**src/rtl/subleq_seq_if.sv**
```systemverilog
// RAM bus between the SUBLEQ sequencer (master) and the 8x256 RAM (slave).
// Controls are active-low; the shared data pin is split into dat_o/dat_oe/dat_i.
interface subleq_seq_if;
  logic       ram_ope;
  logic       ram_ctl;
  logic       ram_ena;
  logic [7:0] ram_adr;
  logic [7:0] ram_dat_o;
  logic       ram_dat_oe;
  logic [7:0] ram_dat_i;

  modport master (
    output ram_ope, ram_ctl, ram_ena, ram_adr, ram_dat_o, ram_dat_oe,
    input  ram_dat_i
  );

  modport slave (
    input  ram_ope, ram_ctl, ram_ena, ram_adr, ram_dat_o, ram_dat_oe,
    output ram_dat_i
  );
endinterface

```
**src/rtl/subleq_seq.sv**
```systemverilog
// SUBLEQ instruction sequencer: fetches A,B,C, writes mem[B]-mem[A] back, branches on <= 0.
// Optional single-step mode is enabled by defining SUBLEQ_STEP_EN (adds the step input and PAUSE state).
module subleq_seq #(
  parameter logic [7:0] START_PC  = 8'h00,
  parameter logic [7:0] HALT_ADDR = 8'hFF
) (
  input  logic         clk,
  input  logic         rst,
  input  logic         run,
`ifdef SUBLEQ_STEP_EN
  input  logic         step,
`endif
  subleq_seq_if.master ram,
  output logic [7:0]   pc,
  output logic         busy,
  output logic         halted,
  output logic         retire
);

  typedef enum logic [3:0] {
    S_IDLE,
    S_FETCH_A,
    S_FETCH_B,
    S_FETCH_C,
    S_READ_A,
    S_READ_B,
    S_WR_SETUP,
    S_WR_STROBE,
    S_WR_HOLD,
    S_HALT
`ifdef SUBLEQ_STEP_EN
    , S_PAUSE
`endif
  } state_t;

  state_t     state_q;
  logic [7:0] pc_q;
  logic [7:0] ra_q, rb_q, rc_q;
  logic [7:0] va_q, vb_q;
  logic [7:0] adr_q;
  logic [7:0] datOut_q;
  logic       datOe_q;
  logic       ope_q, ctl_q, ena_q;
  logic       busy_q, halted_q, retire_q;

  logic [7:0] result_d;
  logic       leq_d;
  logic       halt_d;
  logic [7:0] nextPc_d;

  // Branch decision from the operand values; equals the data already on the write bus.
  always_comb begin
    result_d = vb_q - va_q;
    leq_d    = (result_d == 8'h00) | result_d[7];
    halt_d   = leq_d & (rc_q == HALT_ADDR);
    nextPc_d = leq_d ? rc_q : pc_q + 8'd3;
  end

  always_ff @(posedge clk or posedge rst) begin
    if (rst) begin
      state_q  <= S_IDLE;
      pc_q     <= START_PC;
      ra_q     <= 8'h00;
      rb_q     <= 8'h00;
      rc_q     <= 8'h00;
      va_q     <= 8'h00;
      vb_q     <= 8'h00;
      adr_q    <= 8'h00;
      datOut_q <= 8'h00;
      datOe_q  <= 1'b0;
      ope_q    <= 1'b1;
      ctl_q    <= 1'b1;
      ena_q    <= 1'b1;
      busy_q   <= 1'b0;
      halted_q <= 1'b0;
      retire_q <= 1'b0;
    end else begin
      retire_q <= 1'b0;
      case (state_q)
        S_IDLE, S_HALT: begin
          if (run) begin
            state_q  <= S_FETCH_A;
            pc_q     <= START_PC;
            adr_q    <= START_PC;
            ope_q    <= 1'b0;
            ena_q    <= 1'b0;
            ctl_q    <= 1'b1;
            busy_q   <= 1'b1;
            halted_q <= 1'b0;
          end
        end
        S_FETCH_A: begin
          ra_q    <= ram.ram_dat_i;
          adr_q   <= pc_q + 8'd1;
          state_q <= S_FETCH_B;
        end
        S_FETCH_B: begin
          rb_q    <= ram.ram_dat_i;
          adr_q   <= pc_q + 8'd2;
          state_q <= S_FETCH_C;
        end
        S_FETCH_C: begin
          rc_q    <= ram.ram_dat_i;
          adr_q   <= ra_q;
          state_q <= S_READ_A;
        end
        S_READ_A: begin
          va_q    <= ram.ram_dat_i;
          adr_q   <= rb_q;
          state_q <= S_READ_B;
        end
        // Write data must be registered on entry to WR_SETUP, so subtract straight from the bus.
        S_READ_B: begin
          vb_q     <= ram.ram_dat_i;
          adr_q    <= rb_q;
          datOut_q <= ram.ram_dat_i - va_q;
          datOe_q  <= 1'b1;
          ope_q    <= 1'b1;
          state_q  <= S_WR_SETUP;
        end
        S_WR_SETUP: begin
          ctl_q   <= 1'b0;
          state_q <= S_WR_STROBE;
        end
        S_WR_STROBE: begin
          ctl_q    <= 1'b1;
          retire_q <= 1'b1;
          state_q  <= S_WR_HOLD;
        end
        S_WR_HOLD: begin
          datOe_q <= 1'b0;
          pc_q    <= nextPc_d;
          if (halt_d) begin
            state_q  <= S_HALT;
            halted_q <= 1'b1;
            busy_q   <= 1'b0;
            ena_q    <= 1'b1;
          end else begin
`ifdef SUBLEQ_STEP_EN
            state_q <= S_PAUSE;
            busy_q  <= 1'b0;
            ena_q   <= 1'b1;
`else
            state_q <= S_FETCH_A;
            adr_q   <= nextPc_d;
            ope_q   <= 1'b0;
`endif
          end
        end
`ifdef SUBLEQ_STEP_EN
        S_PAUSE: begin
          if (step) begin
            state_q <= S_FETCH_A;
            adr_q   <= pc_q;
            ope_q   <= 1'b0;
            ena_q   <= 1'b0;
            busy_q  <= 1'b1;
          end
        end
`endif
        default: begin
          state_q <= S_IDLE;
          ope_q   <= 1'b1;
          ctl_q   <= 1'b1;
          ena_q   <= 1'b1;
          datOe_q <= 1'b0;
          busy_q  <= 1'b0;
        end
      endcase
    end
  end

  assign ram.ram_ope    = ope_q;
  assign ram.ram_ctl    = ctl_q;
  assign ram.ram_ena    = ena_q;
  assign ram.ram_adr    = adr_q;
  assign ram.ram_dat_o  = datOut_q;
  assign ram.ram_dat_oe = datOe_q;
  assign pc             = pc_q;
  assign busy           = busy_q;
  assign halted         = halted_q;
  assign retire         = retire_q;

endmodule

```
**src/flat_wrapper.sv**
```systemverilog
// flat-port wrapper written by rule: the top's interface ports become plain ports
module subleq_seq_flat 
#(
  parameter logic [7:0] START_PC  = 8'h00,
  parameter logic [7:0] HALT_ADDR = 8'hFF
)
  (clk, rst, run, pc, busy, halted, retire, ram_ram_ope, ram_ram_ctl, ram_ram_ena, ram_ram_adr, ram_ram_dat_o, ram_ram_dat_oe, ram_ram_dat_i);
  subleq_seq_if ram_i ();
  input  logic clk;
  input  logic rst;
  input  logic run;
  output logic [7:0] pc;
  output logic busy;
  output logic halted;
  output logic retire;
  output wire logic [$bits(ram_i.ram_ope)-1:0] ram_ram_ope;
  output wire logic [$bits(ram_i.ram_ctl)-1:0] ram_ram_ctl;
  output wire logic [$bits(ram_i.ram_ena)-1:0] ram_ram_ena;
  output wire logic [$bits(ram_i.ram_adr)-1:0] ram_ram_adr;
  output wire logic [$bits(ram_i.ram_dat_o)-1:0] ram_ram_dat_o;
  output wire logic [$bits(ram_i.ram_dat_oe)-1:0] ram_ram_dat_oe;
  input wire logic [$bits(ram_i.ram_dat_i)-1:0] ram_ram_dat_i;
  assign ram_ram_ope = ram_i.ram_ope;
  assign ram_ram_ctl = ram_i.ram_ctl;
  assign ram_ram_ena = ram_i.ram_ena;
  assign ram_ram_adr = ram_i.ram_adr;
  assign ram_ram_dat_o = ram_i.ram_dat_o;
  assign ram_ram_dat_oe = ram_i.ram_dat_oe;
  assign ram_i.ram_dat_i = ram_ram_dat_i;
  subleq_seq #(.START_PC(START_PC), .HALT_ADDR(HALT_ADDR)) u_core (.clk(clk), .rst(rst), .run(run), .ram(ram_i), .pc(pc), .busy(busy), .halted(halted), .retire(retire));
endmodule
```
**config.mk**
```make
export PLATFORM = sky130hd
export DESIGN_NAME = subleq_seq_flat
export DESIGN_NICKNAME = d
export VERILOG_FILES = /design/src/rtl/subleq_seq_if.sv /design/src/rtl/subleq_seq.sv /design/src/flat_wrapper.sv
export SDC_FILE = /design/constraint.sdc
export NUM_CORES = 1
export LEC_CHECK = 0
export BUFFER_PORTS_ARGS = -buffer_cell sky130_fd_sc_hd__buf_2
export CORE_AREA = 3 3 109 111
export DETAILED_ROUTE_END_ITERATION = 12
export DIE_AREA = 0 0 112 114
export GPL_ROUTABILITY_DRIVEN = 0
export PLACE_DENSITY = 0.56
export SLEW_MARGIN = 20
export SYNTH_ARGS = -nofsm -noshare
export SYNTH_HDL_FRONTEND = slang
export SYNTH_SLANG_ARGS = --single-unit
```
**constraint.sdc**
```tcl
create_clock -name clk -period 3.3 [get_ports clk]
set_input_delay 0.66 -clock clk [delete_from_list [all_inputs] [get_ports clk]]
set_output_delay 0.66 -clock clk [all_outputs]
set_load 0.005 [all_outputs]
```
==> results of run 1 <==
==> cell families after synthesis <==
| kind of cell | after synthesis | share of synthesized area (%) |
|---|---|---|
| AOI/OAI and AO/OA | 109 | 16.82 |
| adders and majority gates | 21 | 6.346 |
| DFF | 75 | 43.35 |
| buffers and inverters | 49 | 4.903 |
| muxes | 39 | 10.24 |
| and+or+nand+nor | 119 | 13.30 |
| xor gates and xnor gates | 25 | 5.048 |
==> state kept, by name, summed over array words and instances, names as in the netlist, 4 cells and up <==
signal                count
u_core.rc_q               8
u_core.va_q               8
u_core.ram.ram_dat_o      8
u_core.vb_q               8
u_core.pc                 8
u_core.ra_q               8
u_core.ram.ram_adr        8
u_core.state_q            4
u_core.rb_q               8
==> area by class of cell <==
class | count | area [um^2]
Clock inverter | 4 | 72.57
Multi-Input combinational cell | 313 | 2255
Timing Repair Buffer | 53 | 295.3
Inverter | 27 | 101.3
Tap cell | 140 | 175.2
Fill cell | 1060 | 5953
Sequential cell | 75 | 1881
Clock buffer | 12 | 155.1
==> placed cells by master, fill, tap and decap left out, types with 5 or more instances in the layout <==
cell type / count
a21oi_1: 18
a21o_1: 8
and3_1: 5
nor2_1: 19
nand3_1: 14
nor3_1: 5
o21ai_1: 12
dfrtp_1: 72
buf_4: 12
o21ai_0: 24
clkbuf_8: 11
ha_1: 18
nand2_1: 51
buf_2: 41
inv_1: 25
o22ai_1: 9
a31oi_1: 6
mux2_2: 31
xnor2_1: 12
nand2b_1: 6
mux2i_1: 5
xor2_1: 13
==> critical path, stage by stage, from the launching register on <==
cell and delay (ns):
dfrtp_1 0.41, ha_1 0.22, fa_1 0.40, nand2b_1 0.18, a21oi_1 0.17, xor2_1 0.12, a2111oi_4 0.25, a41oi_2 0.14
buf_4 0.23, o21ai_1 0.15, a21oi_1 0.08, buf_4 0.19, o22ai_1 0.16
==> per-layer routing <==
metal  share of wire [%]  global-route usage (%)  wire, um
met1                  48                   23.50      4820
met2                  46                   25.62      4631
met3                 4.8                   3.077       479
met4                 1.3                   6.410       129
met5                   0                       0         0
==> power by group through the flow <==
stage	logic, mW	clock network, mW	registers (mW)
floorplan	2.37	0	1.62
global placement	2.95	0	1.75
detailed placement	2.98	0	1.77
CTS	3.00	0.842	1.75
global route	3.34	0.872	1.82
finish	2.97	0.816	1.75
==> worst paths after layout <==
kind | to | slack (ns)
worst min register to register | u_core.ram.ram_dat_oe$_DFFE_PP0N_ | 0.47
min in group asynchronous | u_core.retire$_DFF_PP0_ | 0.59
worst max register to register | u_core.ram.ram_adr[0]$_DFFE_PP0P_ | 0.53
worst min-delay path | u_core.ram.ram_dat_oe$_DFFE_PP0N_ | 0.47
worst max-delay path | u_core.ram.ram_adr[0]$_DFFE_PP0P_ | 0.53
max in group asynchronous | u_core.va_q[5]$_DFFE_PP0P_ | 2.11
==> through the flow <==
step,instance area [um^2],instances,power [mW]
finish,4935,624,5.535
global route,4935,624,6.028
CTS,4935,624,5.593
detailed placement,4707,608,4.752
global placement,4707,608,4.697
floorplan,4338,437,3.995
==> impl_metrics.py, run 1 <==
metrics = {
    "clock_tree": {
        "clock_root_buffer": "clkbuf_8",
        "clock_tree.htree_level_count": 3,
        "clock_tree.buffer_depth": 2,
        "worst_setup_hold_path_clk_slew_ns": 0.08,
        "cts.sinks": 75,
        "clk_latency_ns": 0.36,
        "tritoncts": "done",
        "cts_hold_buffers": 0,
        "numCtsBuffers": 9,
        "cts_resized": 0,
        "post_cts.repair.setup_buffers": 0,
    },
    "synth": {
        "synth_top_flop_cell": "dfrtp_1",
        "post-synth-top-area-cell": "dfrtp_1",
        "yosysUniqueCellTypes": 58,
        "ys_ff_latch": 75,
        "synth_sequential_area_ratio_pct": 43.35,
        "synth.yosys.warnings": 0,
        "top_cells_by_area_in_the_synthesized_netlist": "dfrtp_1 42%, mux2_2 8.0%, ha_1 5.2%",
        "syn_nets": 468,
        "post_synth_edffs": 0,
        "number_of_cells_produced_by_synthesis": 437,
        "share_of_synthesized_registers_carrying_an_async_set_or_reset_pct": 100.0,
        "synthesis.area_per_instance_um2": 9.927,
        "netlist_top_cells_count": "72 x dfrtp_1, 51 x nand2_1, 31 x mux2_2, 26 x inv_1, 24 x o21ai_0",
        "syn_area_mm2": 0.004338,
        "synthDominantCellAreaShare_pct": 41.53,
        "synth_most_common_cell": "dfrtp_1",
    },
    "sta": {
        "fmax_mhz": 360.6,
        "worst_max_slew_margin_expressed_relative_to_the_limit_pct": 36.83,
        "hold_viol": 0,
        "rsz_0062_raised_after_global_routing": "no",
        "final_critical_path_setup_slack_ns": 0.5272,
        "number_of_endpoints_failing_setup_at_the_final_stage": 0,
        "fin_skew_ns": 0.01071,
        "fin_hold_ws_ns": 0.4737,
        "final.setup.tns_ns": 0,
        "min_period_over_period_pct": 84.02,
        "timing_worst_slew_pin_value_ns": 0.9475,
        "drv_slew": 0,
        "finalCriticalPeriod_ns": 2.773,
    },
    "route": {
        "routed-via-count": 3325,
        "post_drt_via_cell_ratio": 5.329,
        "drc_errors": 0,
        "detailedRoute.firstPassIterationCount": 5,
        "post_drt_antenna_nets": 0,
        "routedWlPerCell_um": 16.12,
        "detail_route.wirelength_um": 10060,
        "detail_route.iter0.violations": 213,
    },
    "placement": {
        "place.port_buffers": 41,
        "place_hpwl_um": 7174,
        "pre_cts_slack_ns": 0.5265,
    },
    "setup_path": {
        "setup_cp_type": "reg -> reg",
        "crit_path_start_kind": "flop",
        "critical_path.reg2reg.startpoint": "u_core.va_q[0]$_DFFE_PP0P_",
        "cp.arrival_ns": 3.05,
        "worst_r2r_path_depth": 12,
        "cp-startpoint": "u_core.va_q[0]$_DFFE_PP0P_",
        "path_max_fanout": 11,
        "timing.critical_path.required_ns": 3.58,
        "worst_setup_path_end_kind": "flop",
    },
    "job": {
        "max_cap_violations": 0,
    },
    "power": {
        "power_switching_mw": 2.340,
        "sw_frac_of_total_pct": 42.27,
        "power.density_mw_per_mm2": 1122,
        "power.share.sequential_pct": 31.6,
        "combinationalPowerShare_pct": 53.6,
        "power.internal_mw": 3.196,
        "power.clock.fraction_pct": 14.7,
        "leakage_nw": 2.239,
        "power.ir.vdd_worst_mv": 0.4203,
    },
    "finish": {
        "nNetsFinal": 510,
        "layout_cell_share_with_drive_strength_beyond_1_pct": 24.79,
        "number_of_diodes_added_for_antenna_fixing": 0,
        "utilization_pct": 45.32,
        "areaGrowthSynthToFinish_pct": 13.76,
    },
    "floorplanning": {
        "placeableCoreArea_mm2": 0.01089,
        "start_util_pct": 39.84,
        "die_w_um": 112,
        "chipHeight_um": 114,
        "die-area_mm2": 0.01277,
        "placement_rows": 38,
        "boundaryPins": 42,
    },
    "run_status": {
        "outcome": "finished, final reports clean",
    },
    "global_routing": {
        "first_global_vias": 3289,
        "globalRouteTotalUtil_pct": 16.66,
        "grt_start_max_net_pins": 76,
        "wire_length_of_the_first_global_routing_pass_um": 16910,
        "initial_antenna_violation_count": 0,
        "globalRoute.totalOverflow": 0,
    },
    "min_path": {
        "hold-path-cell-count": 2,
        "hp-class": "reg -> reg",
        "hold_path_startpoint": "u_core.ram.ram_dat_oe$_DFFE_PP0N_",
    },
}
Note: power is estimated with default switching activity, not from simulation.
==> inputs of run 2 (changes only) <==
--- a/config.mk
+++ b/config.mk
@@ -10,7 +10,7 @@
 export DETAILED_ROUTE_END_ITERATION = 12
 export DIE_AREA = 0 0 112 114
 export GPL_ROUTABILITY_DRIVEN = 0
-export PLACE_DENSITY = 0.56
+export PLACE_DENSITY = 0.59
 export SLEW_MARGIN = 20
 export SYNTH_ARGS = -nofsm -noshare
 export SYNTH_HDL_FRONTEND = slang
==> constraint.sdc (replaced) <==
create_clock -name clk -period 2.5 [get_ports clk]
set_input_delay 0.5 -clock clk [delete_from_list [all_inputs] [get_ports clk]]
set_output_delay 0.5 -clock clk [all_outputs]
set_load 0.005 [all_outputs]
==> run 2 against run 1 <==
  * Critical path type unchanged
  * Fmax rose by 3.6%
  * Cell count rose by 3.8%
  * Largest power group unchanged
  * Register-to-register slack got worse by 0.70 ns
  * Flip-flop and latch count did not move
  * Core utilization rose by 3.8 points
  * Clock skew rose by 0.0041 ns
  * Design area rose by 8.3%
  * The flow now finishes with violations (negative setup slack)
  * Worst hold slack got worse by 0.25 ns
  * Power rose by 54%
  * Die area did not move
==> impl_metrics.py, run 2 (synthesized netlist as in run 1, its figures left out) <==
metrics = {
    "global_routing": {
        "globalRoute.totalOverflow": 0,
        "initial_antenna_violation_count": 0,
        "first_global_vias": 3503,
        "wire_length_of_the_first_global_routing_pass_um": 17680,
        "globalRouteTotalUtil_pct": 17.35,
        "grt_start_max_net_pins": 76,
    },
    "route": {
        "routedWlPerCell_um": 16.13,
        "routed-via-count": 3413,
        "detail_route.iter0.violations": 167,
        "detail_route.wirelength_um": 10450,
        "post_drt_antenna_nets": 0,
        "post_drt_via_cell_ratio": 5.267,
        "detailedRoute.firstPassIterationCount": 5,
        "drc_errors": 0,
    },
    "setup_path": {
        "setup_cp_type": "reg -> reg",
        "timing.critical_path.required_ns": 2.73,
        "crit_cells": 10,
        "worst_r2r_path_depth": 10,
        "cp_cell_sequence": "ha_2 -> fa_2 -> nand3_2 -> a2111oi_4 -> a41oi_2 -> buf_6 -> buf_4 -> mux2i_2 -> nor2_1 -> o22ai_1",
        "slowest_stage": "fa_2",
        "path_max_fanout": 9,
        "cp.buffers_inverters": 2,
        "cp.arrival_ns": 2.90,
        "worst_setup_path_end_kind": "flop",
        "critical-path-max-stage-delay_ns": 0.53,
        "crit_path_start_kind": "flop",
        "path_delay_family": "adder cells",
    },
    "finish": {
        "layout.cells.most_common_list": "72 x dfrtp_1, 51 x nand2_1, 41 x buf_2",
        "number_of_diodes_added_for_antenna_fixing": 0,
        "post-route-cell-area_mm2": 0.005344,
        "utilization_pct": 49.08,
        "nNetsFinal": 534,
        "areaGrowthSynthToFinish_pct": 23.19,
        "layout_cell_share_with_drive_strength_beyond_1_pct": 32.87,
        "layout.cells.most_common": "dfrtp_1",
        "fillerInstances": 1034,
    },
    "sta": {
        "number_of_endpoints_failing_setup_at_the_final_stage": 20,
        "drv_slew": 0,
        "hold_viol": 0,
        "timing_worst_slew_pin_value_ns": 0.5147,
        "fin_hold_ws_ns": 0.2252,
        "fin_skew_ns": 0.01476,
        "worst_max_slew_margin_expressed_relative_to_the_limit_pct": 65.69,
        "final_critical_path_setup_slack_ns": -0.1765,
        "min_period_over_period_pct": 107.1,
        "rsz_0062_raised_after_global_routing": "yes",
        "fmax_mhz": 373.6,
        "finalCriticalPeriod_ns": 2.677,
    },
    "placement": {
        "place.port_buffers": 41,
        "area_after_detailed_placement_mm2": 0.004962,
        "place_hpwl_um": 7479,
        "pre_cts_slack_ns": -0.2166,
    },
    "floorplanning": {
        "die-area_mm2": 0.01277,
        "placeableCoreArea_mm2": 0.01089,
        "chipHeight_um": 114,
        "placement_rows": 38,
        "start_util_pct": 39.84,
        "boundaryPins": 42,
        "die_w_um": 112,
    },
    "power": {
        "power.ir.vdd_worst_mv": 0.6272,
        "leakage_nw": 2.411,
        "power.density_mw_per_mm2": 1591,
        "post-layout-total-power_mw": 8.500,
    },
    "clock_tree": {
        "cts_hold_buffers": 0,
        "cts.sinks": 75,
        "clk_latency_ns": 0.35,
        "tritoncts": "done",
        "clock_root_buffer": "clkbuf_8",
        "clock_tree.htree_level_count": 3,
        "clock_tree.buffer_depth": 2,
        "numCtsBuffers": 9,
        "worst_setup_hold_path_clk_slew_ns": 0.09,
    },
    "job": {
        "max_cap_violations": 0,
    },
    "min_path": {
        "hp-class": "in -> async",
    },
    "run_status": {
        "violated_checks": "negative setup slack",
        "outcome": "complete, but fails checks",
    },
}
## run 2: cell count changes in the layout (fill, tap and decap cells not counted), moves of 3 or more
cell and delta:
buf_4 +21, bufinv_16 +3, ha_1 -4, ha_4 +3, inv_1 -3, inv_2 +3, o22ai_1 -3, o22ai_2 +3
## run 2: cell type report
cell class | instances | area, um^2 | area share, %
Timing Repair Buffer | 77 | 495.5 | 9.272
Sequential cell | 75 | 1881 | 35.19
Clock buffer | 9 | 123.9 | 2.318
Tap cell | 140 | 175.2 | 3.278
Clock inverter | 7 | 163.9 | 3.067
Multi-Input combinational cell | 313 | 2404 | 44.98
Inverter | 27 | 101.3 | 1.897
## run 2: worst paths after layout
path                                              startpoint                                  end  slack (ns)
min in group clk                            ram_ram_dat_i[5]           u_core.va_q[5]$_DFFE_PP0P_        0.44
min                                                      rst  u_core.ram.ram_dat_o[0]$_DFFE_PP0P_        0.23
min reg2reg                u_core.ram.ram_dat_oe$_DFFE_PP0N_    u_core.ram.ram_dat_oe$_DFFE_PP0N_        0.47
max                               u_core.va_q[0]$_DFFE_PP0P_    u_core.ram.ram_adr[2]$_DFFE_PP0P_       -0.18
max in group asynchronous                                rst       u_core.ram.ram_ena$_DFFE_PP1P_        1.93
max reg2reg                       u_core.va_q[0]$_DFFE_PP0P_    u_core.ram.ram_adr[2]$_DFFE_PP0P_       -0.18
## run 2: repair_timing
item | in CTS | in global routing
setup buffers | 1 | 2
gates resized for setup | 7 | 6
pin swaps | 4 | 3
endpoints found under the setup margin | 20 | 21
## run 2: worst reg2reg max path: cells and delay by family (launching register included)
kind            cells  cell delay (ns)
simple gates        2             0.24
compound gates      3             0.68
fa+ha+maj           2             0.72
mux                 1             0.15
buf+inv             2             0.36
flops               1             0.40
## run 2: power breakdown
| part | switching, mW | internal, mW |
|---|---|---|
| Combinational | 2.45 | 2.39 |
| Clock | 0.464 | 0.865 |
| Sequential | 0.525 | 1.80 |
## run 2: through the flow
step	TNS, ns	std cells
6_report	-2.184	648
5_1_grt	-4.867	648
4_1_cts	-1.858	646
3_5_place_dp	-2.946	629
3_3_place_gp	-1.912	629
2_1_floorplan	0	437
## run 2: layer usage
metal / global-route usage (%) / part of all wire, %
met4: 4.968 / 1.3
met1: 24.40 / 48
met5: 0 / 0
met2: 27.54 / 46
met3: 3.236 / 4.4
